**config.mk**
```make
export PLATFORM = sky130hd
export DESIGN_NAME = tile_map_arbiter_flat
export DESIGN_NICKNAME = d
export VERILOG_FILES = /design/src/rtl/tile_map_arbiter_if.sv /design/src/rtl/tile_map_arbiter.sv /design/src/flat_wrapper.sv
export SDC_FILE = /design/constraint.sdc
export NUM_CORES = 1
export LEC_CHECK = 0
export CELL_PAD_IN_SITES_DETAIL_PLACEMENT = 0
export CELL_PAD_IN_SITES_GLOBAL_PLACEMENT = 2
export CORE_MARGIN = 1
export CORE_UTILIZATION = 20
export CTS_CLUSTER_DIAMETER = 150
export DETAILED_ROUTE_END_ITERATION = 10
export PLACE_DENSITY = 0.9
export SETUP_SLACK_MARGIN = 0.2
export SYNTH_ARGS = -nofsm -noshare
export SYNTH_HDL_FRONTEND = slang
export SYNTH_SLANG_ARGS = --single-unit
```
**constraint.sdc**
```tcl
create_clock -name Clk -period 5.55 [get_ports Clk]
set_clock_uncertainty 0.05 [all_clocks]
set_input_delay 1.665 -clock Clk [delete_from_list [all_inputs] [get_ports Clk]]
set_output_delay 1.665 -clock Clk [all_outputs]
set_load 0.01 [all_outputs]
```
**src/rtl/tile_map_arbiter_if.sv**
```systemverilog
// Bundle of requester and RAM-side signals for the tile-map arbiter.
// The slave modport is the arbiter; the master modport is its environment (requesters plus RAM).
interface tile_map_arbiter_if;
  logic        vid_req;
  logic [8:0]  vid_addr;
  logic        vid_gnt;
  logic        vid_rvalid;
  logic [1:0]  p_req;
  logic [1:0]  p_we;
  logic [17:0] p_addr;
  logic [5:0]  p_wdata;
  logic [1:0]  p_gnt;
  logic [1:0]  p_rvalid;
  logic [2:0]  rdata;
  logic [8:0]  ram_addr;
  logic        ram_we;
  logic [2:0]  ram_wdata;
  logic [2:0]  ram_rdata;

  modport slave (
    input  vid_req, vid_addr, p_req, p_we, p_addr, p_wdata, ram_rdata,
    output vid_gnt, vid_rvalid, p_gnt, p_rvalid, rdata, ram_addr, ram_we, ram_wdata
  );

  modport master (
    output vid_req, vid_addr, p_req, p_we, p_addr, p_wdata, ram_rdata,
    input  vid_gnt, vid_rvalid, p_gnt, p_rvalid, rdata, ram_addr, ram_we, ram_wdata
  );
endinterface

```
**src/rtl/tile_map_arbiter.sv**
```systemverilog
// Arbitrates one single-port tile-map RAM between video and two players (starvation-aware round-robin).
// Optional macro BORDER_PROTECT_EN: suppresses RAM writes that target border tiles of the play field.
module tile_map_arbiter #(
  parameter int TILES        = 300,
  parameter int COLS         = 20,
  parameter int ROWS         = 15,
  parameter int STARVE_LIMIT = 8
) (
  input  logic              Clk,
  input  logic              Reset_n,
  tile_map_arbiter_if.slave bus
);

  localparam int             CW      = $clog2(STARVE_LIMIT + 1);
  localparam int             FIELD   = (TILES < ROWS * COLS) ? TILES : ROWS * COLS;
  localparam logic [8:0]     FIELD_A = 9'(FIELD);
  localparam logic [CW-1:0]  LIMIT   = CW'(STARVE_LIMIT);

  typedef enum logic { PL_P1 = 1'b0, PL_P2 = 1'b1 } player_e;
  typedef enum logic [1:0] { SRC_NONE, SRC_VID, SRC_P1, SRC_P2 } src_e;

  player_e                rr_ptr;
  logic [1:0][CW-1:0]     starve_cnt;
  logic [1:0]             starved;
  src_e                   grant;
  logic [8:0]             sel_addr;
  logic                   sel_we;
  logic [2:0]             sel_wdata;
  logic                   oor;
  logic                   write_ok;
  logic                   vid_rv_q;
  logic [1:0]             p_rv_q;
  logic                   oor_q;

  function automatic src_e pick_player(input logic [1:0] req, input player_e rr);
    if (req == 2'b11) return (rr == PL_P1) ? SRC_P1 : SRC_P2;
    else if (req[0])  return SRC_P1;
    else if (req[1])  return SRC_P2;
    else              return SRC_NONE;
  endfunction

  assign starved[0] = bus.p_req[0] && (starve_cnt[0] == LIMIT);
  assign starved[1] = bus.p_req[1] && (starve_cnt[1] == LIMIT);

  // Starved players first, then video, then players in round-robin order.
  always_comb begin
    grant = SRC_NONE;
    if (!Reset_n)          grant = SRC_NONE;
    else if (|starved)     grant = pick_player(starved, rr_ptr);
    else if (bus.vid_req)  grant = SRC_VID;
    else                   grant = pick_player(bus.p_req, rr_ptr);
  end

  always_comb begin
    sel_addr  = '0;
    sel_we    = 1'b0;
    sel_wdata = '0;
    case (grant)
      SRC_VID: sel_addr = bus.vid_addr;
      SRC_P1: begin
        sel_addr  = bus.p_addr[8:0];
        sel_we    = bus.p_we[0];
        sel_wdata = bus.p_wdata[2:0];
      end
      SRC_P2: begin
        sel_addr  = bus.p_addr[17:9];
        sel_we    = bus.p_we[1];
        sel_wdata = bus.p_wdata[5:3];
      end
      default: ;
    endcase
  end

  assign oor = (sel_addr >= FIELD_A);

`ifdef BORDER_PROTECT_EN
  localparam logic [8:0] COLS_A   = 9'(COLS);
  localparam logic [8:0] LAST_ROW = 9'(TILES - COLS);
  logic [8:0] col;
  logic       is_border;
  assign col       = sel_addr % COLS_A;
  assign is_border = (sel_addr < COLS_A) || (sel_addr >= LAST_ROW) ||
                     (col == 9'd0) || (col == COLS_A - 9'd1);
  assign write_ok  = sel_we && !oor && !is_border;
`else
  assign write_ok  = sel_we && !oor;
`endif

  assign bus.vid_gnt   = (grant == SRC_VID);
  assign bus.p_gnt     = {grant == SRC_P2, grant == SRC_P1};
  assign bus.ram_addr  = oor ? 9'd0 : sel_addr;
  assign bus.ram_we    = write_ok;
  assign bus.ram_wdata = sel_wdata;

  // Read tags travel one cycle alongside the RAM latency; out-of-field reads report a wall.
  always_ff @(posedge Clk) begin
    if (!Reset_n) begin
      vid_rv_q   <= 1'b0;
      p_rv_q     <= 2'b00;
      oor_q      <= 1'b0;
      rr_ptr     <= PL_P1;
      starve_cnt <= '0;
    end else begin
      vid_rv_q <= bus.vid_gnt;
      p_rv_q   <= bus.p_gnt & ~bus.p_we;
      oor_q    <= oor;
      if (bus.p_gnt[0])      rr_ptr <= PL_P2;
      else if (bus.p_gnt[1]) rr_ptr <= PL_P1;
      for (int i = 0; i < 2; i++) begin
        if (!bus.p_req[i] || bus.p_gnt[i]) starve_cnt[i] <= '0;
        else if (starve_cnt[i] != LIMIT)   starve_cnt[i] <= starve_cnt[i] + CW'(1);
      end
    end
  end

  assign bus.vid_rvalid = vid_rv_q;
  assign bus.p_rvalid   = p_rv_q;
  assign bus.rdata      = (vid_rv_q || (|p_rv_q)) ? (oor_q ? 3'd1 : bus.ram_rdata) : 3'd0;

endmodule

```
**src/flat_wrapper.sv**
```systemverilog
// flat-port wrapper written by rule: the top's interface ports become plain ports
module tile_map_arbiter_flat 
#(
  parameter int TILES        = 300,
  parameter int COLS         = 20,
  parameter int ROWS         = 15,
  parameter int STARVE_LIMIT = 8
)
  (Clk, Reset_n, bus_vid_req, bus_vid_addr, bus_p_req, bus_p_we, bus_p_addr, bus_p_wdata, bus_ram_rdata, bus_vid_gnt, bus_vid_rvalid, bus_p_gnt, bus_p_rvalid, bus_rdata, bus_ram_addr, bus_ram_we, bus_ram_wdata);
  tile_map_arbiter_if bus_i ();
  input  logic Clk;
  input  logic Reset_n;
  input wire logic [$bits(bus_i.vid_req)-1:0] bus_vid_req;
  input wire logic [$bits(bus_i.vid_addr)-1:0] bus_vid_addr;
  input wire logic [$bits(bus_i.p_req)-1:0] bus_p_req;
  input wire logic [$bits(bus_i.p_we)-1:0] bus_p_we;
  input wire logic [$bits(bus_i.p_addr)-1:0] bus_p_addr;
  input wire logic [$bits(bus_i.p_wdata)-1:0] bus_p_wdata;
  input wire logic [$bits(bus_i.ram_rdata)-1:0] bus_ram_rdata;
  output wire logic [$bits(bus_i.vid_gnt)-1:0] bus_vid_gnt;
  output wire logic [$bits(bus_i.vid_rvalid)-1:0] bus_vid_rvalid;
  output wire logic [$bits(bus_i.p_gnt)-1:0] bus_p_gnt;
  output wire logic [$bits(bus_i.p_rvalid)-1:0] bus_p_rvalid;
  output wire logic [$bits(bus_i.rdata)-1:0] bus_rdata;
  output wire logic [$bits(bus_i.ram_addr)-1:0] bus_ram_addr;
  output wire logic [$bits(bus_i.ram_we)-1:0] bus_ram_we;
  output wire logic [$bits(bus_i.ram_wdata)-1:0] bus_ram_wdata;
  assign bus_i.vid_req = bus_vid_req;
  assign bus_i.vid_addr = bus_vid_addr;
  assign bus_i.p_req = bus_p_req;
  assign bus_i.p_we = bus_p_we;
  assign bus_i.p_addr = bus_p_addr;
  assign bus_i.p_wdata = bus_p_wdata;
  assign bus_i.ram_rdata = bus_ram_rdata;
  assign bus_vid_gnt = bus_i.vid_gnt;
  assign bus_vid_rvalid = bus_i.vid_rvalid;
  assign bus_p_gnt = bus_i.p_gnt;
  assign bus_p_rvalid = bus_i.p_rvalid;
  assign bus_rdata = bus_i.rdata;
  assign bus_ram_addr = bus_i.ram_addr;
  assign bus_ram_we = bus_i.ram_we;
  assign bus_ram_wdata = bus_i.ram_wdata;
  tile_map_arbiter #(.TILES(TILES), .COLS(COLS), .ROWS(ROWS), .STARVE_LIMIT(STARVE_LIMIT)) u_core (.Clk(Clk), .Reset_n(Reset_n), .bus(bus_i));
endmodule
```
==> results of run 1 <==
stage by stage:
stage          area (µm²)  setup TNS [ps]  worst slack [ps]   util  power (µW)
6_report             2250               0               242  0.430         333
3_3_place_gp         1990           -5600              -629  0.380         229
3_5_place_dp         1990           -6070              -683  0.380         229
5_1_grt              2250               0               113  0.430         352
2_1_floorplan        1120               0               444      -         153
4_1_cts              2170               0               142  0.414         325
cell usage in the layout (no fill, tap or decap), types with 2 or more instances in the layout:
| cell type | instances |
|---|---|
| a21oi_1 | 2 |
| a21oi_4 | 3 |
| a221oi_4 | 2 |
| a22o_2 | 3 |
| and2_1 | 2 |
| and2_4 | 3 |
| buf_2 | 5 |
| buf_4 | 31 |
| buf_6 | 12 |
| clkbuf_2 | 2 |
| clkbuf_8 | 3 |
| clkdlybuf4s50_1 | 48 |
| dfxtp_1 | 13 |
| dlygate4sd2_1 | 4 |
| ha_1 | 4 |
| inv_1 | 5 |
| mux2_2 | 3 |
| mux2i_1 | 6 |
| nand2_1 | 19 |
| nand3_1 | 6 |
| nand3_2 | 2 |
| nand4b_1 | 2 |
| nor2_1 | 14 |
| nor2b_1 | 2 |
| nor3_1 | 2 |
| nor3b_1 | 2 |
| o21ai_0 | 6 |
| or2_2 | 2 |
| xnor2_1 | 2 |
| xor2_1 | 2 |
Yosys cell counts (2+ instances only):
| master | instances |
|---|---|
| mux2i_1 | 6 |
| and2_1 | 4 |
| a21oi_1 | 5 |
| xor2_1 | 2 |
| nor3b_1 | 2 |
| nor2_1 | 15 |
| xnor2_1 | 2 |
| or2_2 | 2 |
| nand2_1 | 21 |
| inv_1 | 5 |
| o21ai_0 | 6 |
| mux2_2 | 4 |
| nor2b_1 | 2 |
| nor3_1 | 2 |
| dfxtp_1 | 13 |
| nand4b_1 | 2 |
| a22o_2 | 3 |
| buf_6 | 3 |
| ha_1 | 4 |
| nand3_1 | 7 |
power groups by stage:
| stage | clock network [µW] | registers (µW) | logic, µW |
|---|---|---|---|
| floorplan | 0 | 102 | 51.3 |
| global placement | 0 | 102 | 127 |
| detailed placement | 0 | 102 | 127 |
| CTS | 89.9 | 99.9 | 135 |
| global route | 93.1 | 101 | 158 |
| finish | 86.0 | 100 | 147 |
worst min-delay path, stage by stage (launching register included):
cell     delay, ps
dfxtp_1        330
nand2_1         60
a21oi_1         50
registers in the layout, summed over array words and instances (netlist names):
signal / flops
u_core.rr_ptr: 1
u_core.bus.vid_rvalid: 1
u_core.bus.p_rvalid: 2
u_core.starve_cnt: 8
u_core.oor_q: 1
routing by layer:
| layer | part of all wire | vias up |
|---|---|---|
| li1 | - | 696 |
| met1 | 0.45 | 613 |
| met2 | 0.48 | 39 |
| met3 | 0.047 | 6 |
| met4 | 0.020 | 0 |
| met5 | 0 | - |
timing repair:
action                                  CTS  global route
setup buffers                            10             2
resized for setup                        65            22
pin swaps                                13             6
endpoints found under the setup margin   15             9
cell families after synthesis:
family | count (synthesis) | share of synthesized area
mux | 10 | 0.0942
flops | 13 | 0.233
simple gates | 67 | 0.316
xor+xnor | 4 | 0.0314
buf+inv | 10 | 0.0650
compound gates | 29 | 0.205
fa+ha+maj | 5 | 0.0549
final cells by class:
class / instances / area, µm²
fillers: 539 / 2990
repair buffers: 102 / 918
multi-input cells: 115 / 915
flip-flops and latches: 13 / 260
well taps: 70 / 87.6
clock buffers: 4 / 45.0
inverters: 6 / 25.0
final timing paths:
kind / end / cells past startpoint / startpoint / slack (ps)
setup / recovery: bus_ram_addr[3] / 11 / Reset_n / 240
hold / removal: u_core.starve_cnt[5] / 2 / u_core.starve_cnt[5] / 440
setup reg to reg: u_core.oor_q / 13 / u_core.starve_cnt[4] / 3010
hold reg to reg: u_core.starve_cnt[5] / 2 / u_core.starve_cnt[5] / 440
==> results.yml, run 1 <==
outcome:
  status: "finished, final reports clean"
setup_path:
  crit_slowest_cell: "clkdlybuf4s50_1"
  crit_type: "primary input to output port"
  worstPathArrival_ps: 3590
  worst_setup_path_start_kind: "primary input"
  required_ps: 3840
  cp_num_buf_inv: 5
  cp_top_family: "buffers and inverters"
  cp_max_fo: 4
  crit_path_max_incr_delay_ps: 420
  end_kind: "output port"
  worstPathCellList: "clkdlybuf4s50_1 -> nand2_1 -> a221oi_4 -> buf_4 -> a222oi_1 -> buf_4 -> a21oi_4 -> a21oi_4 -> buf_6 -> and3_4 -> buf_6"
die:
  initial_core_util: 0.213
  io_pins: 65
  die_x_um: 76.7
  core_um2: 5240
  die-area_um2: 5880
  die_y_um: 76.7
  rows: 26
clocking:
  clk_pin_slew_ps: 50
  cts_buffer_depth: 2
  cts_tree: "built"
  hold_buffers: 0
  cts_max_level: 1
  cts-buffers-inserted: 3
  insertion_delay_ps: 250
  cts.sinks: 13
  root_buffer: "clkbuf_8"
timing:
  timing.hold.ws_ps: 441
  fin_crit_ps: 5310
  slew_violations: 0
  max_clock_freq_mhz: 188
  hold_viol_final: 0
  grt_setup_unrepaired: "yes"
  min_period_over_period: 0.956
  worst_pin_slew_ps: 355
  relSlewSlack: 0.762
  setup_viol: 0
drt:
  finalWirelength_um: 3730
  vias: 1354
  drc: 0
  drt_iter0_markers: 44
  routedWlPerCell_um: 12.0
  avgViaCountPerCell: 4.37
  ant_nets: 0
  dr.pass1.iters: 5
yosys:
  ys.flop_type: "dfxtp_1"
  yosys.area.top_type: "dfxtp_1"
  syn_nets: 185
  synth_top_area_frac: 0.233
  yosys_warnings: 0
  synthDistinctLibCells: 48
  ys_seq_area_frac: 0.233
  syn-instance-count: 138
  synth_area_um2: 1120
  synth_area_leaders: "dfxtp_1 (23%), nand2_1 (7.1%), mux2i_1 (5.4%)"
  synthArstFlopShare: 0
  synth_edf_count: 0
  syn_area_per_cell_um2: 8.09
  synth.ff_latch_count: 13
grt:
  grt_first_pass_wirelength_um: 6000
  grt_use_met2: 0.223
  met3_usage: 0.0226
  grt_pass1_vias: 1390
  busiest_layer: "met2"
  met1_usage: 0.150
  grt_usage: 0.127
  grt_start_max_net_pins: 8
  antenna_found_initial: 0
  grt-ovfl-total: 0
worst_hold_path:
  hold_path_class: "flop to flop"
placement:
  portBuffers: 64
  dp_cells: 294
  place_hpwl_um: 2830
  place_congestion: 0.861
power:
  p_leak_uw: 0.000956
  switchingPower_uw: 96.1
  pwr_density_cell_nw_per_um2: 148
  p_sw_frac: 0.289
  max-vdd-ir-drop_mv: 0.0611
  clkPwrFrac: 0.259
  combinationalPowerShare: 0.441
  power.internal_uw: 237
  pwr-share-seq: 0.301
flow_run:
  maxCapViolCount: 0
final_layout:
  drive_gt1_frac: 0.371
  area_growth_pct: 102
  nets: 288
  n_antenna_cell: 0
  stdcell_count: 310
Power figures use the tool's default switching activity.
==> run 2, diff against run 1 <==
- CORE_ASPECT_RATIO: not set -> 2
==> run 2 against run 1 <==
Final area rose by 0.22%; cell count fell by 2.6%; clock-buffer cell count did not move; setup slack got worse by 12 ps; register-to-register slack got worse by 170 ps; die area rose by 0.31%; worst hold slack improved by 2.5 ps; flip-flop and latch count did not move; critical path depth rose by 3; critical endpoint is now bus_ram_we; largest cell class unchanged.
==> results.yml, run 2 (synthesized netlist as in run 1, its figures left out) <==
final_layout:
  final_common_cell: "clkdlybuf4s50_1"
  top_register: "u_core.starve_cnt"
  nets: 290
  layout_common_cells: "clkdlybuf4s50_1 (50), buf_4 (34), nand2_1 (20)"
  final_util: 0.416
  fillers: 568
  largest_reg_flops: 8
  area_growth_pct: 102
  stdcell_count: 302
  n_antenna_cell: 0
  drive_gt1_frac: 0.360
timing:
  min_period_over_period: 0.958
  tns_ps: 0
  grt_setup_unrepaired: "yes"
  fin_crit_ps: 5320
  setup_viol: 0
  hold_viol_final: 0
  slew_violations: 0
  worst_pin_slew_ps: 387
  max_clock_freq_mhz: 188
  relSlewSlack: 0.740
grt:
  grt_use_met2: 0.276
  grt_pass1_vias: 1386
  met3_usage: 0.00565
  grt_first_pass_wirelength_um: 6020
  grt_start_max_net_pins: 10
  antenna_found_initial: 0
  met1_usage: 0.132
  grt_usage: 0.140
  grt-ovfl-total: 0
  busiest_layer: "met2"
worst_hold_path:
  hold_path_class: "flop to flop"
die:
  die_x_um: 54.8
  io_pins: 65
  initial_core_util: 0.206
  core_um2: 5420
  die-area_um2: 5900
  die_y_um: 108
  rows: 38
drt:
  dr.pass1.iters: 4
  vias: 1385
  drc: 0
  drt_iter0_markers: 19
  avgViaCountPerCell: 4.59
  routedWlPerCell_um: 13.5
  ant_nets: 0
  finalWirelength_um: 4070
setup_path:
  worst_setup_path_start_kind: "primary input"
  end_kind: "output port"
  cp_max_fo: 4
  worstPathArrival_ps: 3600
  required_ps: 3840
  crit_type: "primary input to output port"
clocking:
  cts_tree: "built"
  cts-buffers-inserted: 3
  insertion_delay_ps: 240
  cts.sinks: 13
  clk_pin_slew_ps: 60
  cts_buffer_depth: 2
  root_buffer: "clkbuf_8"
  cts_max_level: 1
  hold_buffers: 0
power:
  p_leak_uw: 0.000962
  p_sw_frac: 0.287
  switchingPower_uw: 94.9
  pwr_density_cell_nw_per_um2: 146
  power_uw: 330
  max-vdd-ir-drop_mv: 0.0752
  combinationalPowerShare: 0.443
  power.internal_uw: 236
  clkPwrFrac: 0.252
  pwr-share-seq: 0.305
placement:
  portBuffers: 64
  place_congestion: 0.784
  place_hpwl_um: 3160
  dp_cells: 283
outcome:
  status: "finished, final reports clean"
flow_run:
  maxCapViolCount: 0
-- run 2: cell types whose count changed in the layout (fill, tap and decap cells not counted), sizes merged --
cell	previous run	this run
dlygate4sd2	4	1
clkdlybuf4s15	0	2
clkdlybuf4s50	48	50
buf	48	47
clkbuf	6	7
dlymetal6s2s	0	1
-- run 2: timing repair --
| action | 4_1_cts | 5_1_grt |
|---|---|---|
| resized for setup | 39 | 36 |
| setup endpoints to repair | 15 | 12 |
| pin swaps | 9 | 10 |
| setup buffers | 8 | 7 |
-- run 2: worst max-delay path: stages --
cell	delay, ps
buf_6	100
and4b_4	230
a211oi_4	280
nor2_4	70
nand3_4	70
inv_4	50
a222oi_1	260
buf_4	190
a21oi_4	50
a21oi_4	160
buf_6	110
buf_6	80
a21boi_2	130
buf_2	140
-- run 2: power by group through the flow --
stage / clock [µW] / sequential, µW / combinational, µW
after floorplan: 0 / 102 / 51.3
after global placement: 0 / 102 / 129
after detailed placement: 0 / 102 / 129
after CTS: 87.6 / 100 / 136
after global routing: 89.0 / 101 / 158
final: 83.4 / 101 / 146
-- run 2: per-layer routing --
| layer | share of wire | vias to the layer above |
|---|---|---|
| li1 | - | 701 |
| met1 | 0.34 | 640 |
| met2 | 0.61 | 38 |
| met3 | 0.023 | 6 |
| met4 | 0.022 | 0 |
| met5 | 0 | - |
-- run 2: layout make-up --
cell class | instances | area (µm²) | area share
Inverter | 6 | 25.0 | 0.0111
Multi-Input combinational cell | 115 | 911 | 0.404
Sequential cell | 13 | 260 | 0.115
Tap cell | 60 | 75.1 | 0.0333
Clock buffer | 4 | 45.0 | 0.0200
Timing Repair Buffer | 104 | 940 | 0.417
-- run 2: final timing paths --
check / startpoint / end / slack (ps) / cells past startpoint
min: u_core.starve_cnt[5] / u_core.starve_cnt[5] / 440 / 2
max reg2reg: u_core.starve_cnt[4] / u_core.oor_q / 2840 / 15
min reg2reg: u_core.starve_cnt[5] / u_core.starve_cnt[5] / 440 / 2
max: bus_p_req[1] / bus_ram_we / 230 / 14
-- run 2: through the flow --
step	worst slack, ps	area [µm²]	hold WS (ps)
floorplan	444	1120	412
global placement	-557	1980	427
detailed placement	-690	1980	444
CTS	68.5	2140	452
global route	131	2260	488
finish	231	2260	444
==> run 3, diff against run 2 <==
- CELL_PAD_IN_SITES_DETAIL_PLACEMENT: 0 -> not set
- CELL_PAD_IN_SITES_GLOBAL_PLACEMENT: 2 -> not set
- CORE_UTILIZATION: 20 -> 38
- GPL_ROUTABILITY_DRIVEN: not set -> 1
==> run 3 against run 2 <==
Final area shrank 2.6%; setup slack lost 97 ps; via count grew 11%; non-clock buffer count shrank 3; critical endpoint unchanged; power grew 1.7%; combinational power grew 3%; highest routed layer unchanged.
==> results.yml, run 3 (synthesized netlist as in run 1, its figures left out) <==
clocking:
  cts_max_level: 1
  cts.sinks: 13
  cts-buffers-inserted: 3
  root_buffer: "clkbuf_8"
  cts_buffer_depth: 2
  cts_tree: "built"
  clk_pin_slew_ps: 60
  hold_buffers: 0
  insertion_delay_ps: 250
setup_path:
  timing.rr.end: "u_core.oor_q"
  cp_top_family: "compound AO/OA/AOI/OAI gates"
  end_kind: "output port"
  cp_max_fo: 6
  r2r_slack_ps: 2980
  rr_startpoint: "u_core.starve_cnt[4]"
  required_ps: 3840
  worstPathCellList: "buf_8 -> and4b_4 -> a211oi_4 -> nor2_4 -> nand3_4 -> inv_4 -> a222oi_1 -> buf_4 -> a21oi_4 -> a21oi_4 -> a21boi_2 -> buf_2"
  crit_top_cell: "a21oi_4"
  rr_worst_depth: 13
  worst_setup_path_start_kind: "primary input"
  worstPathArrival_ps: 3700
  crit_path_max_incr_delay_ps: 320
  cp_num_buf_inv: 4
  crit_type: "primary input to output port"
  crit_slowest_cell: "a222oi_1"
die:
  core_um2: 2770
  initial_core_util: 0.403
  rows: 27
  die_y_um: 78.6
  die-area_um2: 3170
  die_x_um: 40.3
  io_pins: 65
grt:
  grt_start_max_net_pins: 10
  grt_first_pass_wirelength_um: 6830
  grt_pass1_vias: 1558
  grt-ovfl-total: 0
  grt_usage: 0.302
  antenna_found_initial: 0
timing:
  hold_viol_final: 0
  min_period_over_period: 0.976
  relSlewSlack: 0.737
  fin_crit_ps: 5420
  grt_setup_unrepaired: "yes"
  max_clock_freq_mhz: 185
  setup_viol: 0
  slew_violations: 0
  tns_ps: 0
  worst_pin_slew_ps: 395
  setup_ws_ps: 134
  timing.hold.ws_ps: 449
final_layout:
  layout_common_cells: "clkdlybuf4s50_1 (50), buf_4 (31), nand2_1 (20)"
  final_common_cell: "clkdlybuf4s50_1"
  fillers: 154
  area_growth_pct: 96.9
  nets: 287
  final_util: 0.793
  stdcell_count: 268
  multi_input_area_um2: 922
  regArea_um2: 260
  top_register: "u_core.starve_cnt"
  n_antenna_cell: 0
  largest_reg_flops: 8
  drive_gt1_frac: 0.368
worst_hold_path:
  hold_path_class: "flop to flop"
  whs_endpoint: "u_core.starve_cnt[5]"
  whs_path_depth: 2
  hp-start: "u_core.starve_cnt[5]"
power:
  pwr_density_cell_nw_per_um2: 153
  p_leak_uw: 0.000948
  max-vdd-ir-drop_mv: 0.0847
drt:
  drt_iter0_markers: 74
  drc: 0
  finalWirelength_um: 5020
  dr.pass1.iters: 4
  vias: 1544
  routedWlPerCell_um: 18.7
  avgViaCountPerCell: 5.76
  ant_nets: 0
placement:
  place_congestion: 0.940
  dp_slack_ps: -610
  place_hpwl_um: 3120
  dp_cells: 250
  portBuffers: 64
outcome:
  status: "finished, final reports clean"
flow_run:
  maxCapViolCount: 0
==> run 3: through the flow <==
step | instance area (µm²) | total power, µW
after floorplan | 1120 | 153
after global placement | 1920 | 225
after detailed placement | 1920 | 228
after CTS | 2090 | 318
after global routing | 2200 | 349
final | 2200 | 336
==> run 3: worst max-delay path by stage <==
stage | start | endpoint | slack [ps] | cells after the start
global placement | bus_p_req[1] | bus_ram_we | -540 | 11
floorplan | bus_p_req[1] | bus_ram_we | 440 | 10
detailed placement | bus_p_req[0] | bus_ram_we | -610 | 12
global route | bus_p_req[0] | bus_ram_we | -0.1 | 13
CTS | bus_p_req[1] | bus_ram_addr[1] | 210 | 12
finish | bus_p_req[1] | bus_ram_we | 130 | 12
==> run 3: cell type report <==
| type | instances | share of cell area |
|---|---|---|
| multi-input combinational | 115 | 0.420 |
| timing repair buffer | 101 | 0.413 |
| sequential | 13 | 0.118 |
| clock buffer | 4 | 0.0205 |
| tap | 29 | 0.0165 |
| inverter | 6 | 0.0114 |
==> run 3: routing by layer <==
layer / global-route usage / part of all wire / vias to the layer above
met2: 0.529 / 0.57 / 93
met5: 0 / 0 / -
met1: 0.299 / 0.32 / 731
met3: 0.0226 / 0.047 / 29
li1: - / - / 691
met4: 0.207 / 0.064 / 0
==> run 3: worst reg2reg max path, delay by kind of cell (launching register included) <==
family / cells / cell delay, ps
AOI/OAI and AO/OA: 4 / 880
adders and majority gates: 1 / 250
buffers and inverters: 5 / 530
DFF: 1 / 360
and+or+nand+nor: 3 / 420
==> run 3: power breakdown <==
group | total (µW) | switching (µW) | leakage [µW] | internal (µW)
logic | 150 | 64.3 | 0.000820 | 85.3
clock network | 85.8 | 35.1 | 0.0000228 | 50.7
registers | 100 | 3.54 | 0.000106 | 96.9
total | 336 | 103 | 0.000948 | 233
==> run 3: repair_timing <==
item	CTS	global route
setup buffers	6	8
pin swaps	9	10
endpoints found under the setup margin	14	12
resized for setup	60	24
